===== config.mk =====
export PLATFORM = sky130hd
export DESIGN_NAME = ssd_scan_mux
export DESIGN_NICKNAME = d
export VERILOG_FILES = /design/src/rtl/ssd_scan_mux.sv
export SDC_FILE = /design/constraint.sdc
export NUM_CORES = 1
export LEC_CHECK = 0
export BUFFER_PORTS_ARGS = -buffer_cell sky130_fd_sc_hd__buf_2
export CAP_MARGIN = 20
export CORE_MARGIN = 5
export CORE_UTILIZATION = 52
export CTS_BUF_LIST = sky130_fd_sc_hd__clkbuf_8
export DETAILED_ROUTE_END_ITERATION = 10
export PLACE_DENSITY = 0.78
export SETUP_SLACK_MARGIN = 0.5
export SLEW_MARGIN = 20
export SYNTH_ARGS = -nofsm -noshare
export SYNTH_HDL_FRONTEND = slang
export SYNTH_SLANG_ARGS = --single-unit

===== constraint.sdc =====
create_clock -name clk125MHz -period 2.5 [get_ports clk125MHz]
set_input_delay 0 -clock clk125MHz [delete_from_list [all_inputs] [get_ports clk125MHz]]
set_output_delay 0 -clock clk125MHz [all_outputs]
set_load 0.05 [all_outputs]

===== src/rtl/ssd_scan_mux.sv =====
// Multiplexed seven-segment scanner: one digit per DIV-clock slot, a blanked
// dead band at each slot start, and a 15-step PWM for brightness.
module ssd_scan_mux #(
    parameter int N_DIGITS = 4,
    parameter int DIV      = 125000,
    parameter int DEAD     = 64
) (
    input  logic                  clk125MHz,
    input  logic                  rst_n,
    input  logic [7*N_DIGITS-1:0] seg_in,
    input  logic [N_DIGITS-1:0]   dp_in,
    input  logic [N_DIGITS-1:0]   digit_en,
    input  logic [3:0]            bright,
    input  logic                  en,
    output logic [N_DIGITS-1:0]   an,
    output logic [6:0]            seg,
    output logic                  dp,
    output logic [2:0]            scan_idx,
    output logic                  frame_tick
);

    localparam int              SW        = $clog2(DIV);
    localparam logic [SW-1:0]   SLOT_LAST = SW'(DIV - 1);
    localparam logic [SW-1:0]   DEAD_END  = SW'(DEAD);
    localparam logic [2:0]      IDX_LAST  = 3'(N_DIGITS - 1);
    localparam logic [3:0]      PWM_LAST  = 4'd14;
    localparam logic [6:0]      SEG_BLANK = 7'h7F;

    logic [SW-1:0]       r_slot_cnt;
    logic [2:0]          r_idx;
    logic [3:0]          r_pwm_cnt;
    logic [6:0]          r_lat_seg;
    logic                r_lat_dp;
    logic                r_lat_en;
    logic [N_DIGITS-1:0] r_an;
    logic [6:0]          r_seg;
    logic                r_dp;
    logic                r_frame_tick;

    logic                w_slot_wrap;
    logic                w_idx_wrap;
    logic                w_on;
    logic [6:0]          w_seg_slice [N_DIGITS];
    logic [N_DIGITS-1:0] w_an_on;
    logic [6:0]          w_sel_seg;
    logic                w_sel_dp;
    logic                w_sel_en;

    assign w_slot_wrap = (r_slot_cnt == SLOT_LAST);
    assign w_idx_wrap  = (r_idx == IDX_LAST);

    // Per-digit segment slices and the one-hot-low anode pattern for r_idx.
    generate
        for (genvar gi = 0; gi < N_DIGITS; gi++) begin : g_digit
            assign w_seg_slice[gi] = seg_in[7*gi +: 7];
            assign w_an_on[gi]     = (r_idx != 3'(gi));
        end
    endgenerate

    always_comb begin
        w_sel_seg = SEG_BLANK;
        w_sel_dp  = 1'b0;
        w_sel_en  = 1'b0;
        for (int i = 0; i < N_DIGITS; i++) begin
            if (r_idx == 3'(i)) begin
                w_sel_seg = w_seg_slice[i];
                w_sel_dp  = dp_in[i];
                w_sel_en  = digit_en[i];
            end
        end
    end

    // The dead band keeps the anodes off while the latched data and index settle.
    assign w_on = en && r_lat_en && (r_slot_cnt >= DEAD_END) && (r_pwm_cnt < bright);

    always_ff @(posedge clk125MHz or negedge rst_n) begin
        if (!rst_n) begin
            r_slot_cnt   <= '0;
            r_idx        <= 3'd0;
            r_pwm_cnt    <= 4'd0;
            r_frame_tick <= 1'b0;
        end else begin
            r_slot_cnt   <= w_slot_wrap ? '0 : r_slot_cnt + 1'b1;
            r_pwm_cnt    <= (r_pwm_cnt == PWM_LAST) ? 4'd0 : r_pwm_cnt + 4'd1;
            r_frame_tick <= w_slot_wrap && w_idx_wrap;
            if (w_slot_wrap) begin
                r_idx <= w_idx_wrap ? 3'd0 : r_idx + 3'd1;
            end
        end
    end

    // Digit data is captured once per slot so mid-slot input changes cannot tear.
    always_ff @(posedge clk125MHz or negedge rst_n) begin
        if (!rst_n) begin
            r_lat_seg <= SEG_BLANK;
            r_lat_dp  <= 1'b0;
            r_lat_en  <= 1'b0;
        end else if (r_slot_cnt == '0) begin
            r_lat_seg <= w_sel_seg;
            r_lat_dp  <= w_sel_dp;
            r_lat_en  <= w_sel_en;
        end
    end

    always_ff @(posedge clk125MHz or negedge rst_n) begin
        if (!rst_n) begin
            r_an  <= '1;
            r_seg <= SEG_BLANK;
            r_dp  <= 1'b1;
        end else if (w_on) begin
            r_an  <= w_an_on;
            r_seg <= r_lat_seg;
            r_dp  <= ~r_lat_dp;
        end else begin
            r_an  <= '1;
            r_seg <= SEG_BLANK;
            r_dp  <= 1'b1;
        end
    end

    assign an         = r_an;
    assign seg        = r_seg;
    assign dp         = r_dp;
    assign scan_idx   = r_idx;
    assign frame_tick = r_frame_tick;

endmodule

==> results.toml <==
[synthesis]
netlist_top_cells_count = "27 x dfrtp_1, 21 x nor2_1, 19 x dfstp_2"
ys_seq_elements = 46
synth_area_leaders = "dfrtp_1 28%, dfstp_2 21%, mux2_2 5.2%"
synth.avg_cell_area_um2 = 10.33
yosysWarnings = 0
yosysUniqueCellTypes = 40
yosys_most_used_dff = "dfrtp_1"
synth.top_cell.area_share_pct = 28.18
synth.most_common_cell = "dfrtp_1"
yosysTopAreaCell = "dfrtp_1"
syn_nets = 284
async_flop_share_pct = 100.0
synth_cells = 232
synth_edf_count = 0
syn-cell-area_um2 = 2397
ys_seq_area_share_pct = 49.01

[global_route]
grt_use_total_pct = 18.01
grt_max_degree = 47
grt_pass1_vias = 1878
antenna_found_initial = 0
grt_pass1_wl_um = 8769
grt-ovfl-total = 0

[routing]
route.met2.wl_um = 2509
first_pass_iters = 4
drt_iter0_drc = 141
drt_wl_total_um = 5176
dr.max_layer_used = "met4"
drc_errors = 0
met1Wirelength_um = 2367
antenna_left = 0
vias_per_cell = 5.448
vias = 1885
wl_met3_um = 262
post_drt_wl_per_cell_um = 14.96

[pwr]
power_density_nw_per_um2 = 478.0
ir_drop_uv = 308.7
p_leak_nw = 1.264
p_total_mw = 1.378

[worst_setup_path]
cp.arrival_ns = 2.06
critPathBufInv = 1
cp_max_fo = 12
crit_slowest_cell = "or3_1"
crit_chain = "or3_1 > nor4_1 > buf_4 > mux2_2"
reg2reg_setup_slack_ns = 0.62
crit_family = "simple AND/OR/NAND/NOR gates"
criticalPathCategory = "flip-flop to flip-flop"
endpoint_kind = "flip-flop"
required_ns = 2.68
critPathMaxStageDelay_ns = 0.48
critPathLaunchType = "flip-flop"

[sta]
period_share_pct = 75.30
tns_ns = 0
rsz0062_at_grt = "false"
maxSlewViolCount = 0
fmax_mhz = 531.2
period_needed_ns = 1.883
final_hold_viol_count = 0
tightest_slew_ns = 0.9768
setup_violations = 0
slew_headroom_pct = 34.88
finalClockSkew_ns = 0.01204

[floorplanning]
start_util_pct = 54.31
fp.dieW_um = 77.90
die_h_um = 77.90
ioPinCount = 59
rows = 24
core_um2 = 4414
die_area_um2 = 6068

[final_layout]
synthToLayoutAreaGrowth_pct = 20.25
n_antenna_cell = 0
utilization_pct = 65.31
drive_gt1_share_pct = 38.10
n_fill_cell = 360
nets = 345

[run]
max-cap-violations = 0

[clocking]
cts_made_buffers = 5
cts.htree.levels = 2
clock-sinks = 46
root_buffer = "clkbuf_8"
cts_tree = "built"
clock_latency_ns = 0.30
clk_pin_slew_ns = 0.08
cts_buffer_depth = 2

[place]
place_hpwl_um = 3811
gp_congestion = 0.8465
io_buffers = 58

[run_status]
outcome = "completed"

[hold_path]
hold_path_class = "primary input to flip-flop"
[stage by stage]
stage / setup WS (ns) / cell area [µm²] / instances / hold slack (ns)
final: 0.6175 / 2883 / 346 / 0.08988
after global routing: 0.5417 / 2883 / 346 / 0.1093
after CTS: 0.5031 / 2873 / 346 / 0.07098
after detailed placement: 0.4690 / 2739 / 335 / 0.2216
after global placement: 0.5158 / 2739 / 335 / 0.2148
after floorplan: 0.4856 / 2405 / 232 / -0.2956
[worst register-to-register path: stages, from the launching register on]
cell and delay [ns]:
dfrtp_1 0.43, or3_1 0.48, nor4_1 0.27, buf_4 0.24
mux2_2 0.35
[where the power goes]
group / internal [mW] / total, mW / switching [mW]
registers: 0.756 / 0.760 / 0.00363
logic: 0.0420 / 0.0783 / 0.0362
clock network: 0.295 / 0.540 / 0.245
[per-layer routing]
| metal | track usage (%) | up-vias |
|---|---|---|
| li1 | - | 934 |
| met1 | 24.28 | 903 |
| met2 | 28.30 | 44 |
| met3 | 4.861 | 4 |
| met4 | 5.743 | 0 |
| met5 | 0 | - |
[final timing paths]
kind	startpoint	to	depth (start not counted)
hold / removal	seg_in[20]	r_lat_seg[6]	4
setup / recovery	r_slot_cnt[3]	scan_idx[1]	4
max in group asynchronous	rst_n	scan_idx[0]	2
hold reg to reg	r_lat_dp	dp	1
setup reg to reg	r_slot_cnt[3]	scan_idx[1]	4
min in group asynchronous	rst_n	r_slot_cnt[7]	2
[cell families after synthesis]
| family | Yosys count | synth area share (%) |
|---|---|---|
| flip-flops | 46 | 49.01 |
| AND/OR/NAND/NOR | 94 | 21.76 |
| AO/OA/AOI/OAI | 33 | 9.499 |
| adder cells (fa/ha/maj) | 9 | 4.697 |
| XOR/XNOR | 15 | 5.480 |
| multiplexers | 12 | 5.585 |
| buffers and inverters | 23 | 3.967 |
[layout by cell type, fill, tap and decap left out, types with 7 or more instances in the layout]
| cell | netlist | layout |
|---|---|---|
| mux2_2 | 11 | 11 |
| nand2_1 | 17 | 17 |
| buf_2 | 1 | 58 |
| nand3_1 | 8 | 8 |
| nor2b_1 | 10 | 10 |
| nor4_1 | 7 | 7 |
| ha_1 | 9 | 7 |
| xnor2_1 | 13 | 13 |
| nand3b_1 | 7 | 7 |
| dfrtp_1 | 27 | 25 |
| inv_1 | 11 | 11 |
| nor2_1 | 21 | 21 |
| dfstp_2 | 19 | 19 |
| buf_4 | 0 | 7 |
[flip-flops by register name, indices dropped and copies added (netlist names)]
signal	flops
r_slot_cnt	17
r_lat_seg	7
seg	7
an	4
r_pwm_cnt	4
scan_idx	3
dp	1
frame_tick	1
r_lat_dp	1
r_lat_en	1
[layout make-up]
cell class                      count  area (µm²)  area share, %
Clock buffer                        5       68.82          2.387
Clock inverter                      3       40.04          1.389
Inverter                           11       41.29          1.432
Multi-Input combinational cell    163        1137          39.45
Sequential cell                    46        1177          40.84
Tap cell                           52       65.06          2.257
Timing Repair Buffer               66       352.8          12.24
[repair_timing]
item | CTS | global route
endpoints found under the hold margin | 27 | 0
pin swaps | 1 | 0
buffers inserted | 2 | 0
gates resized for setup | 0 | 3
hold buffers | 1 | 0
setup endpoints to repair | 3 | 5
Note: power is estimated with default switching activity, not from simulation.
